### src/rtl/loop_buffer_rd_sched.sv
// Read-side scheduler for the block-based loop buffer: replays each resident
// block REPEAT times and emits markers aligned to the RAM read latency.
module loop_buffer_rd_sched #(
  parameter int RADDR_WIDTH  = 8,
  parameter int BLK_LEN      = 256,
  parameter int LOOP_WIDTH   = 9,
  parameter int WADDR_WIDTH  = 8,
  parameter int READ_LATENCY = 3,
  parameter int REPEAT       = 1,
  parameter int RPT_WIDTH    = 4,
  parameter int GAP_CYCLES   = 0,
  parameter int INFO_WIDTH   = 256
) (
  input  logic                               clk,
  input  logic                               syn_rst,
  input  logic                               sch_en,
  input  logic [LOOP_WIDTH-WADDR_WIDTH:0]    free_size,
  input  logic [INFO_WIDTH-1:0]              rd_info,
  output logic [RADDR_WIDTH-1:0]             rd_addr,
  output logic                               rd_rdy,
  output logic                               out_vld,
  output logic                               out_sop,
  output logic                               out_eop,
  output logic [RPT_WIDTH-1:0]               out_rpt,
  output logic [INFO_WIDTH-1:0]              out_info,
  output logic                               busy,
  output logic [15:0]                        blk_cnt
);

  localparam int FS_W = LOOP_WIDTH - WADDR_WIDTH + 1;
  localparam int NBLK = 2 ** (LOOP_WIDTH - WADDR_WIDTH);
  localparam logic [FS_W-1:0]        FREE_EMPTY = FS_W'(NBLK);
  localparam logic [RADDR_WIDTH-1:0] ADDR_LAST  = RADDR_WIDTH'(BLK_LEN - 1);
  localparam logic [RPT_WIDTH-1:0]   RPT_LAST   = RPT_WIDTH'(REPEAT - 1);
  localparam logic [7:0]             GAP_LOAD   = 8'((GAP_CYCLES > 0) ? GAP_CYCLES - 1 : 0);

  localparam logic [1:0] ST_IDLE = 2'd0;
  localparam logic [1:0] ST_READ = 2'd1;
  localparam logic [1:0] ST_GAP  = 2'd2;

  logic [1:0]             state_q, state_d;
  logic [RADDR_WIDTH-1:0] addr_q, addr_d;
  logic [RPT_WIDTH-1:0]   rpt_q, rpt_d;
  logic [7:0]             gap_q, gap_d;
  logic [INFO_WIDTH-1:0]  info_q, info_d;
  logic [15:0]            cnt_q, cnt_d;

  logic                   vld_p [READ_LATENCY];
  logic                   sop_p [READ_LATENCY];
  logic                   eop_p [READ_LATENCY];
  logic [RPT_WIDTH-1:0]   rpt_p [READ_LATENCY];

  logic issue, pass_end, blk_end, avail;

  assign avail    = (free_size != FREE_EMPTY);
  assign issue    = (state_q == ST_READ);
  assign pass_end = issue && (addr_q == ADDR_LAST);
  assign blk_end  = pass_end && (rpt_q == RPT_LAST);

  always_comb begin
    state_d = state_q;
    addr_d  = addr_q;
    rpt_d   = rpt_q;
    gap_d   = gap_q;
    info_d  = info_q;
    cnt_d   = cnt_q;
    case (state_q)
      ST_IDLE: begin
        if (sch_en && avail) begin
          state_d = ST_READ;
          addr_d  = '0;
          rpt_d   = '0;
          info_d  = rd_info;
        end
      end
      ST_READ: begin
        if (blk_end) begin
          // Final pass done: release the block in this same issue cycle.
          addr_d  = '0;
          rpt_d   = '0;
          cnt_d   = cnt_q + 16'd1;
          gap_d   = GAP_LOAD;
          state_d = (GAP_CYCLES > 0) ? ST_GAP : ST_IDLE;
        end else if (pass_end) begin
          addr_d = '0;
          rpt_d  = rpt_q + RPT_WIDTH'(1);
        end else begin
          addr_d = addr_q + RADDR_WIDTH'(1);
        end
      end
      ST_GAP: begin
        if (gap_q == 8'd0) begin
          state_d = ST_IDLE;
        end else begin
          gap_d = gap_q - 8'd1;
        end
      end
      default: state_d = ST_IDLE;
    endcase
  end

  always_ff @(posedge clk) begin
    if (syn_rst) begin
      state_q <= ST_IDLE;
      addr_q  <= '0;
      rpt_q   <= '0;
      gap_q   <= '0;
      info_q  <= '0;
      cnt_q   <= '0;
    end else begin
      state_q <= state_d;
      addr_q  <= addr_d;
      rpt_q   <= rpt_d;
      gap_q   <= gap_d;
      info_q  <= info_d;
      cnt_q   <= cnt_d;
    end
  end

  // Marker pipeline: stage 0 captures the issue cycle, last stage meets rd_data.
  always_ff @(posedge clk) begin
    if (syn_rst) begin
      for (int i = 0; i < READ_LATENCY; i++) begin
        vld_p[i] <= 1'b0;
        sop_p[i] <= 1'b0;
        eop_p[i] <= 1'b0;
        rpt_p[i] <= '0;
      end
    end else begin
      vld_p[0] <= issue;
      sop_p[0] <= issue && (addr_q == '0);
      eop_p[0] <= pass_end;
      rpt_p[0] <= issue ? rpt_q : '0;
      for (int i = 1; i < READ_LATENCY; i++) begin
        vld_p[i] <= vld_p[i-1];
        sop_p[i] <= sop_p[i-1];
        eop_p[i] <= eop_p[i-1];
        rpt_p[i] <= rpt_p[i-1];
      end
    end
  end

  assign rd_addr  = addr_q;
  assign rd_rdy   = blk_end;
  assign out_vld  = vld_p[READ_LATENCY-1];
  assign out_sop  = sop_p[READ_LATENCY-1];
  assign out_eop  = eop_p[READ_LATENCY-1];
  assign out_rpt  = rpt_p[READ_LATENCY-1];
  assign out_info = info_q;
  assign busy     = (state_q != ST_IDLE);
  assign blk_cnt  = cnt_q;

endmodule
### config.mk
export PLATFORM = sky130hd
export DESIGN_NAME = loop_buffer_rd_sched
export DESIGN_NICKNAME = d
export VERILOG_FILES = /design/src/rtl/loop_buffer_rd_sched.sv
export SDC_FILE = /design/constraint.sdc
export NUM_CORES = 1
export LEC_CHECK = 0
export ABC_CLOCK_PERIOD_IN_PS = 2500
export BUFFER_PORTS_ARGS = -buffer_cell sky130_fd_sc_hd__buf_2
export CAP_MARGIN = 5
export CORE_AREA = 2 2 211 213
export CTS_CLUSTER_SIZE = 24
export DETAILED_ROUTE_END_ITERATION = 6
export DIE_AREA = 0 0 213 215
export PLACE_DENSITY = 0.47
export SYNTH_ARGS = -nofsm -noshare
export SYNTH_HDL_FRONTEND = slang
export SYNTH_SLANG_ARGS = --single-unit
### constraint.sdc
create_clock -name clk -period 2.5 [get_ports clk]
set_input_delay 0.25 -clock clk [delete_from_list [all_inputs] [get_ports clk]]
set_output_delay 0.25 -clock clk [all_outputs]
set_load 0.05 [all_outputs]
==> flow_metrics.tcl <==
set metrics [dict create \
    fp.coreArea_mm2 0.0436 \
    synth_top_area_cell "dfxtp_1" \
    required_ps 2250 \
    powerDensity_mw_per_mm2 707 \
    fp.dieW_um 213 \
    use_met1_pct 18.3 \
    yosysTopAreaCellShare_pct 57.0 \
    period_share_pct 95.1 \
    worstPathMaxFanout 4 \
    cts.sinks 306 \
    use_met3_pct 5.47 \
    p_leak_nw 7.98 \
    grt.met2_usage_pct 29.5 \
    cts_tree "yes" \
    path_clk_slew_ps 50 \
    hp-class "in2reg" \
    drc 0 \
    max_freq_mhz 420 \
    diodes 0 \
    cts_buffers 36 \
    avgViaCountPerCell 4.39 \
    total_power_w 0.0126 \
    cp-end-kind "output pin" \
    avgSynthCellArea_um2 8.07 \
    initial_utilization_pct 24.6 \
    rsz0062_at_grt "false" \
    yosysUniqueCellTypes 44 \
    tightest_slew_ps 828 \
    status "completed" \
    grt_usage_pct 16.7 \
    dieArea_mm2 0.0458 \
    antenna_found_initial 0 \
    drive_above_1_share_pct 29.9 \
    die_y_um 215 \
    fin_skew_ps 8.29 \
    cts_buffer_depth 3 \
    busiest_layer "met2" \
    layout.nets 2359 \
    grt_pass1_wl_mm 61.9 \
    ioPinCount 550 \
    hold_depth 3 \
    finalMaxSlewViolations 0 \
    netlist_area_mm2 0.0108 \
    setup_tns_ps 0 \
    drt-pass1-iter-count 5 \
    fin_crit_ps 2380 \
    clock_latency_ps 520 \
    crit_slowest_cell "or4_4" \
    overflow 0 \
    grt_max_degree 149 \
    post_synth_inst_count 1332 \
    clockRootBuffer "clkbuf_16" \
    htreeDepth 2 \
    yosysSeqAreaShare_pct 57.0 \
    gp_congestion 0.872 \
    relSlewSlack_pct 44.8 \
    post_drt_wl_per_cell_um 14.8 \
    yosysMostFrequentCell "nand2_1" \
    synth_edf_count 0 \
    drt_wl_total_mm 40.1 \
    post-dp-hpwl_mm 26.1 \
    port_buffers 549 \
    setup_violations 0 \
    synth_area_leaders "dfxtp_1 (57%), nand2_1 (18%), a21oi_1 (13%)" \
    drv_cap 0 \
    crit_chain "inv_1, ha_1, nand4b_1, or4_4, clkinvlp_4, buf_6" \
    synth_common_cells "nand2_1 (522), dfxtp_1 (306), a21oi_1 (277)" \
    area_delta_synth_final_pct 65.8 \
    arrival_ps 2130 \
    drtIter0Drc 660 \
    reg2reg_slack_ps 240 \
    vdd_ir_drop_max_v 0.000494 \
    post-route-util_pct 40.9 \
    grt_pass1_vias 11900 \
    rows 77 \
    hold_violations 0 \
    ys.flop_type "dfxtp_1" \
    synthArstFlopShare_pct 0 \
    synth-seq-cells 306 \
    worstSetupStartpointType "flip-flop" \
    yosys_warnings 0 \
    worstSetupPathType "reg2out" \
    antenna_left 0 \
    synth_fp_nets 1598 \
    vias 11900 \
    crit_path_max_incr_delay_ps 550 \
    ff2ff_path_depth 7 \
]
## final timing paths
check / startpoint / end
max: rpt_q[0] / rd_rdy
min: rd_info[203] / out_info[203]
max reg2reg: rpt_q[0] / blk_cnt[12]
min reg2reg: rpt_p[0][0] / rpt_p[0][4]
## registers in the layout (all words and copies together) (netlist names)
name and count:
sop_p 3, rd_addr 8, vld_p 3, out_info 256
eop_p 3, rpt_p 12, rpt_q 4, state_q 1
blk_cnt 16
## routing by layer
| metal | wire length (um) | up-vias |
|---|---|---|
| met3 | 3380 | 98 |
| met5 | 0 | - |
| li1 | - | 5889 |
| met4 | 1540 | 0 |
| met2 | 19500 | 445 |
| met1 | 15700 | 5441 |
## kinds of logic (layout without fill, tap and decap cells)
kind of cell	Yosys count	count (layout)	share of synthesized area, %
xor gates and xnor gates	3	3	0.244
and+or+nand+nor	604	605	23.2
buffers and inverters	109	889	4.08
DFF	306	306	57.0
AOI/OAI and AO/OA	304	304	14.8
adders and majority gates	5	5	0.582
muxes	1	1	0.0931
## placed cells by master, fill, tap and decap left out, types with 3 or more instances in the layout
cell type	netlist	final
a21oi_1	277	277
and2_1	6	5
and3_1	3	3
buf_12	0	12
buf_2	0	547
buf_4	4	8
clkbuf_1	88	10
clkbuf_16	0	37
clkbuf_8	0	6
clkinv_2	0	3
dfxtp_1	306	303
dfxtp_2	0	3
dlygate4sd3_1	0	254
ha_1	5	5
inv_1	8	7
nand2_1	522	521
nand3_1	12	12
nand4_1	6	6
nor2_1	5	5
nor2b_1	17	17
nor4_1	3	3
o31ai_1	13	13
or3_1	3	3
or4_1	13	13
## critical path, delay by kind of cell (launching register included)
family                   cells  cell delay (ps)
adder cells (fa/ha/maj)      1              160
buffers and inverters        3              390
flip-flops                   1              330
AND/OR/NAND/NOR              2              710
## metrics by stage
stage / instance area, um^2 / setup slack, ps / hold slack (ps) / cells
floorplan: 10800 / 117 / 386 / 1332
global placement: 14100 / 279 / 416 / 2389
detailed placement: 14100 / 246 / 425 / 2389
CTS: 17800 / 12.9 / 19.2 / 2703
global route: 17800 / 10.5 / 32.7 / 2705
finish: 17800 / 122 / 72.6 / 2705
## report_power, final
| part | switching, W | internal [W] | leakage [nW] |
|---|---|---|---|
| combinational | 0.00153 | 0.000774 | 4.93 |
| clock | 0.00202 | 0.00305 | 0.548 |
| sequential | 0.000116 | 0.00512 | 2.50 |
| total | 0.00367 | 0.00894 | 7.98 |
## final cells by class
| cell class | instances | area, um^2 |
|---|---|---|
| clock buffer | 52 | 1030 |
| tap | 592 | 741 |
| clock inverter | 6 | 83.8 |
| multi-input combinational | 918 | 4210 |
| sequential | 306 | 6130 |
| timing repair buffer | 823 | 5610 |
| inverter | 8 | 33.8 |
| fill | 4415 | 25800 |
## what timing repair did
| action | in CTS | in global routing |
|---|---|---|
| setup endpoints to repair | 1 | 1 |
| pin swaps | 1 | 0 |
| gates resized for setup | 2 | 2 |
| hold buffers | 254 | 0 |
| hold endpoints to repair | 254 | 0 |
| cloned | 1 | 0 |
| buffers inserted | 1 | 2 |
No activity file was read; power rests on OpenSTA's default activity.
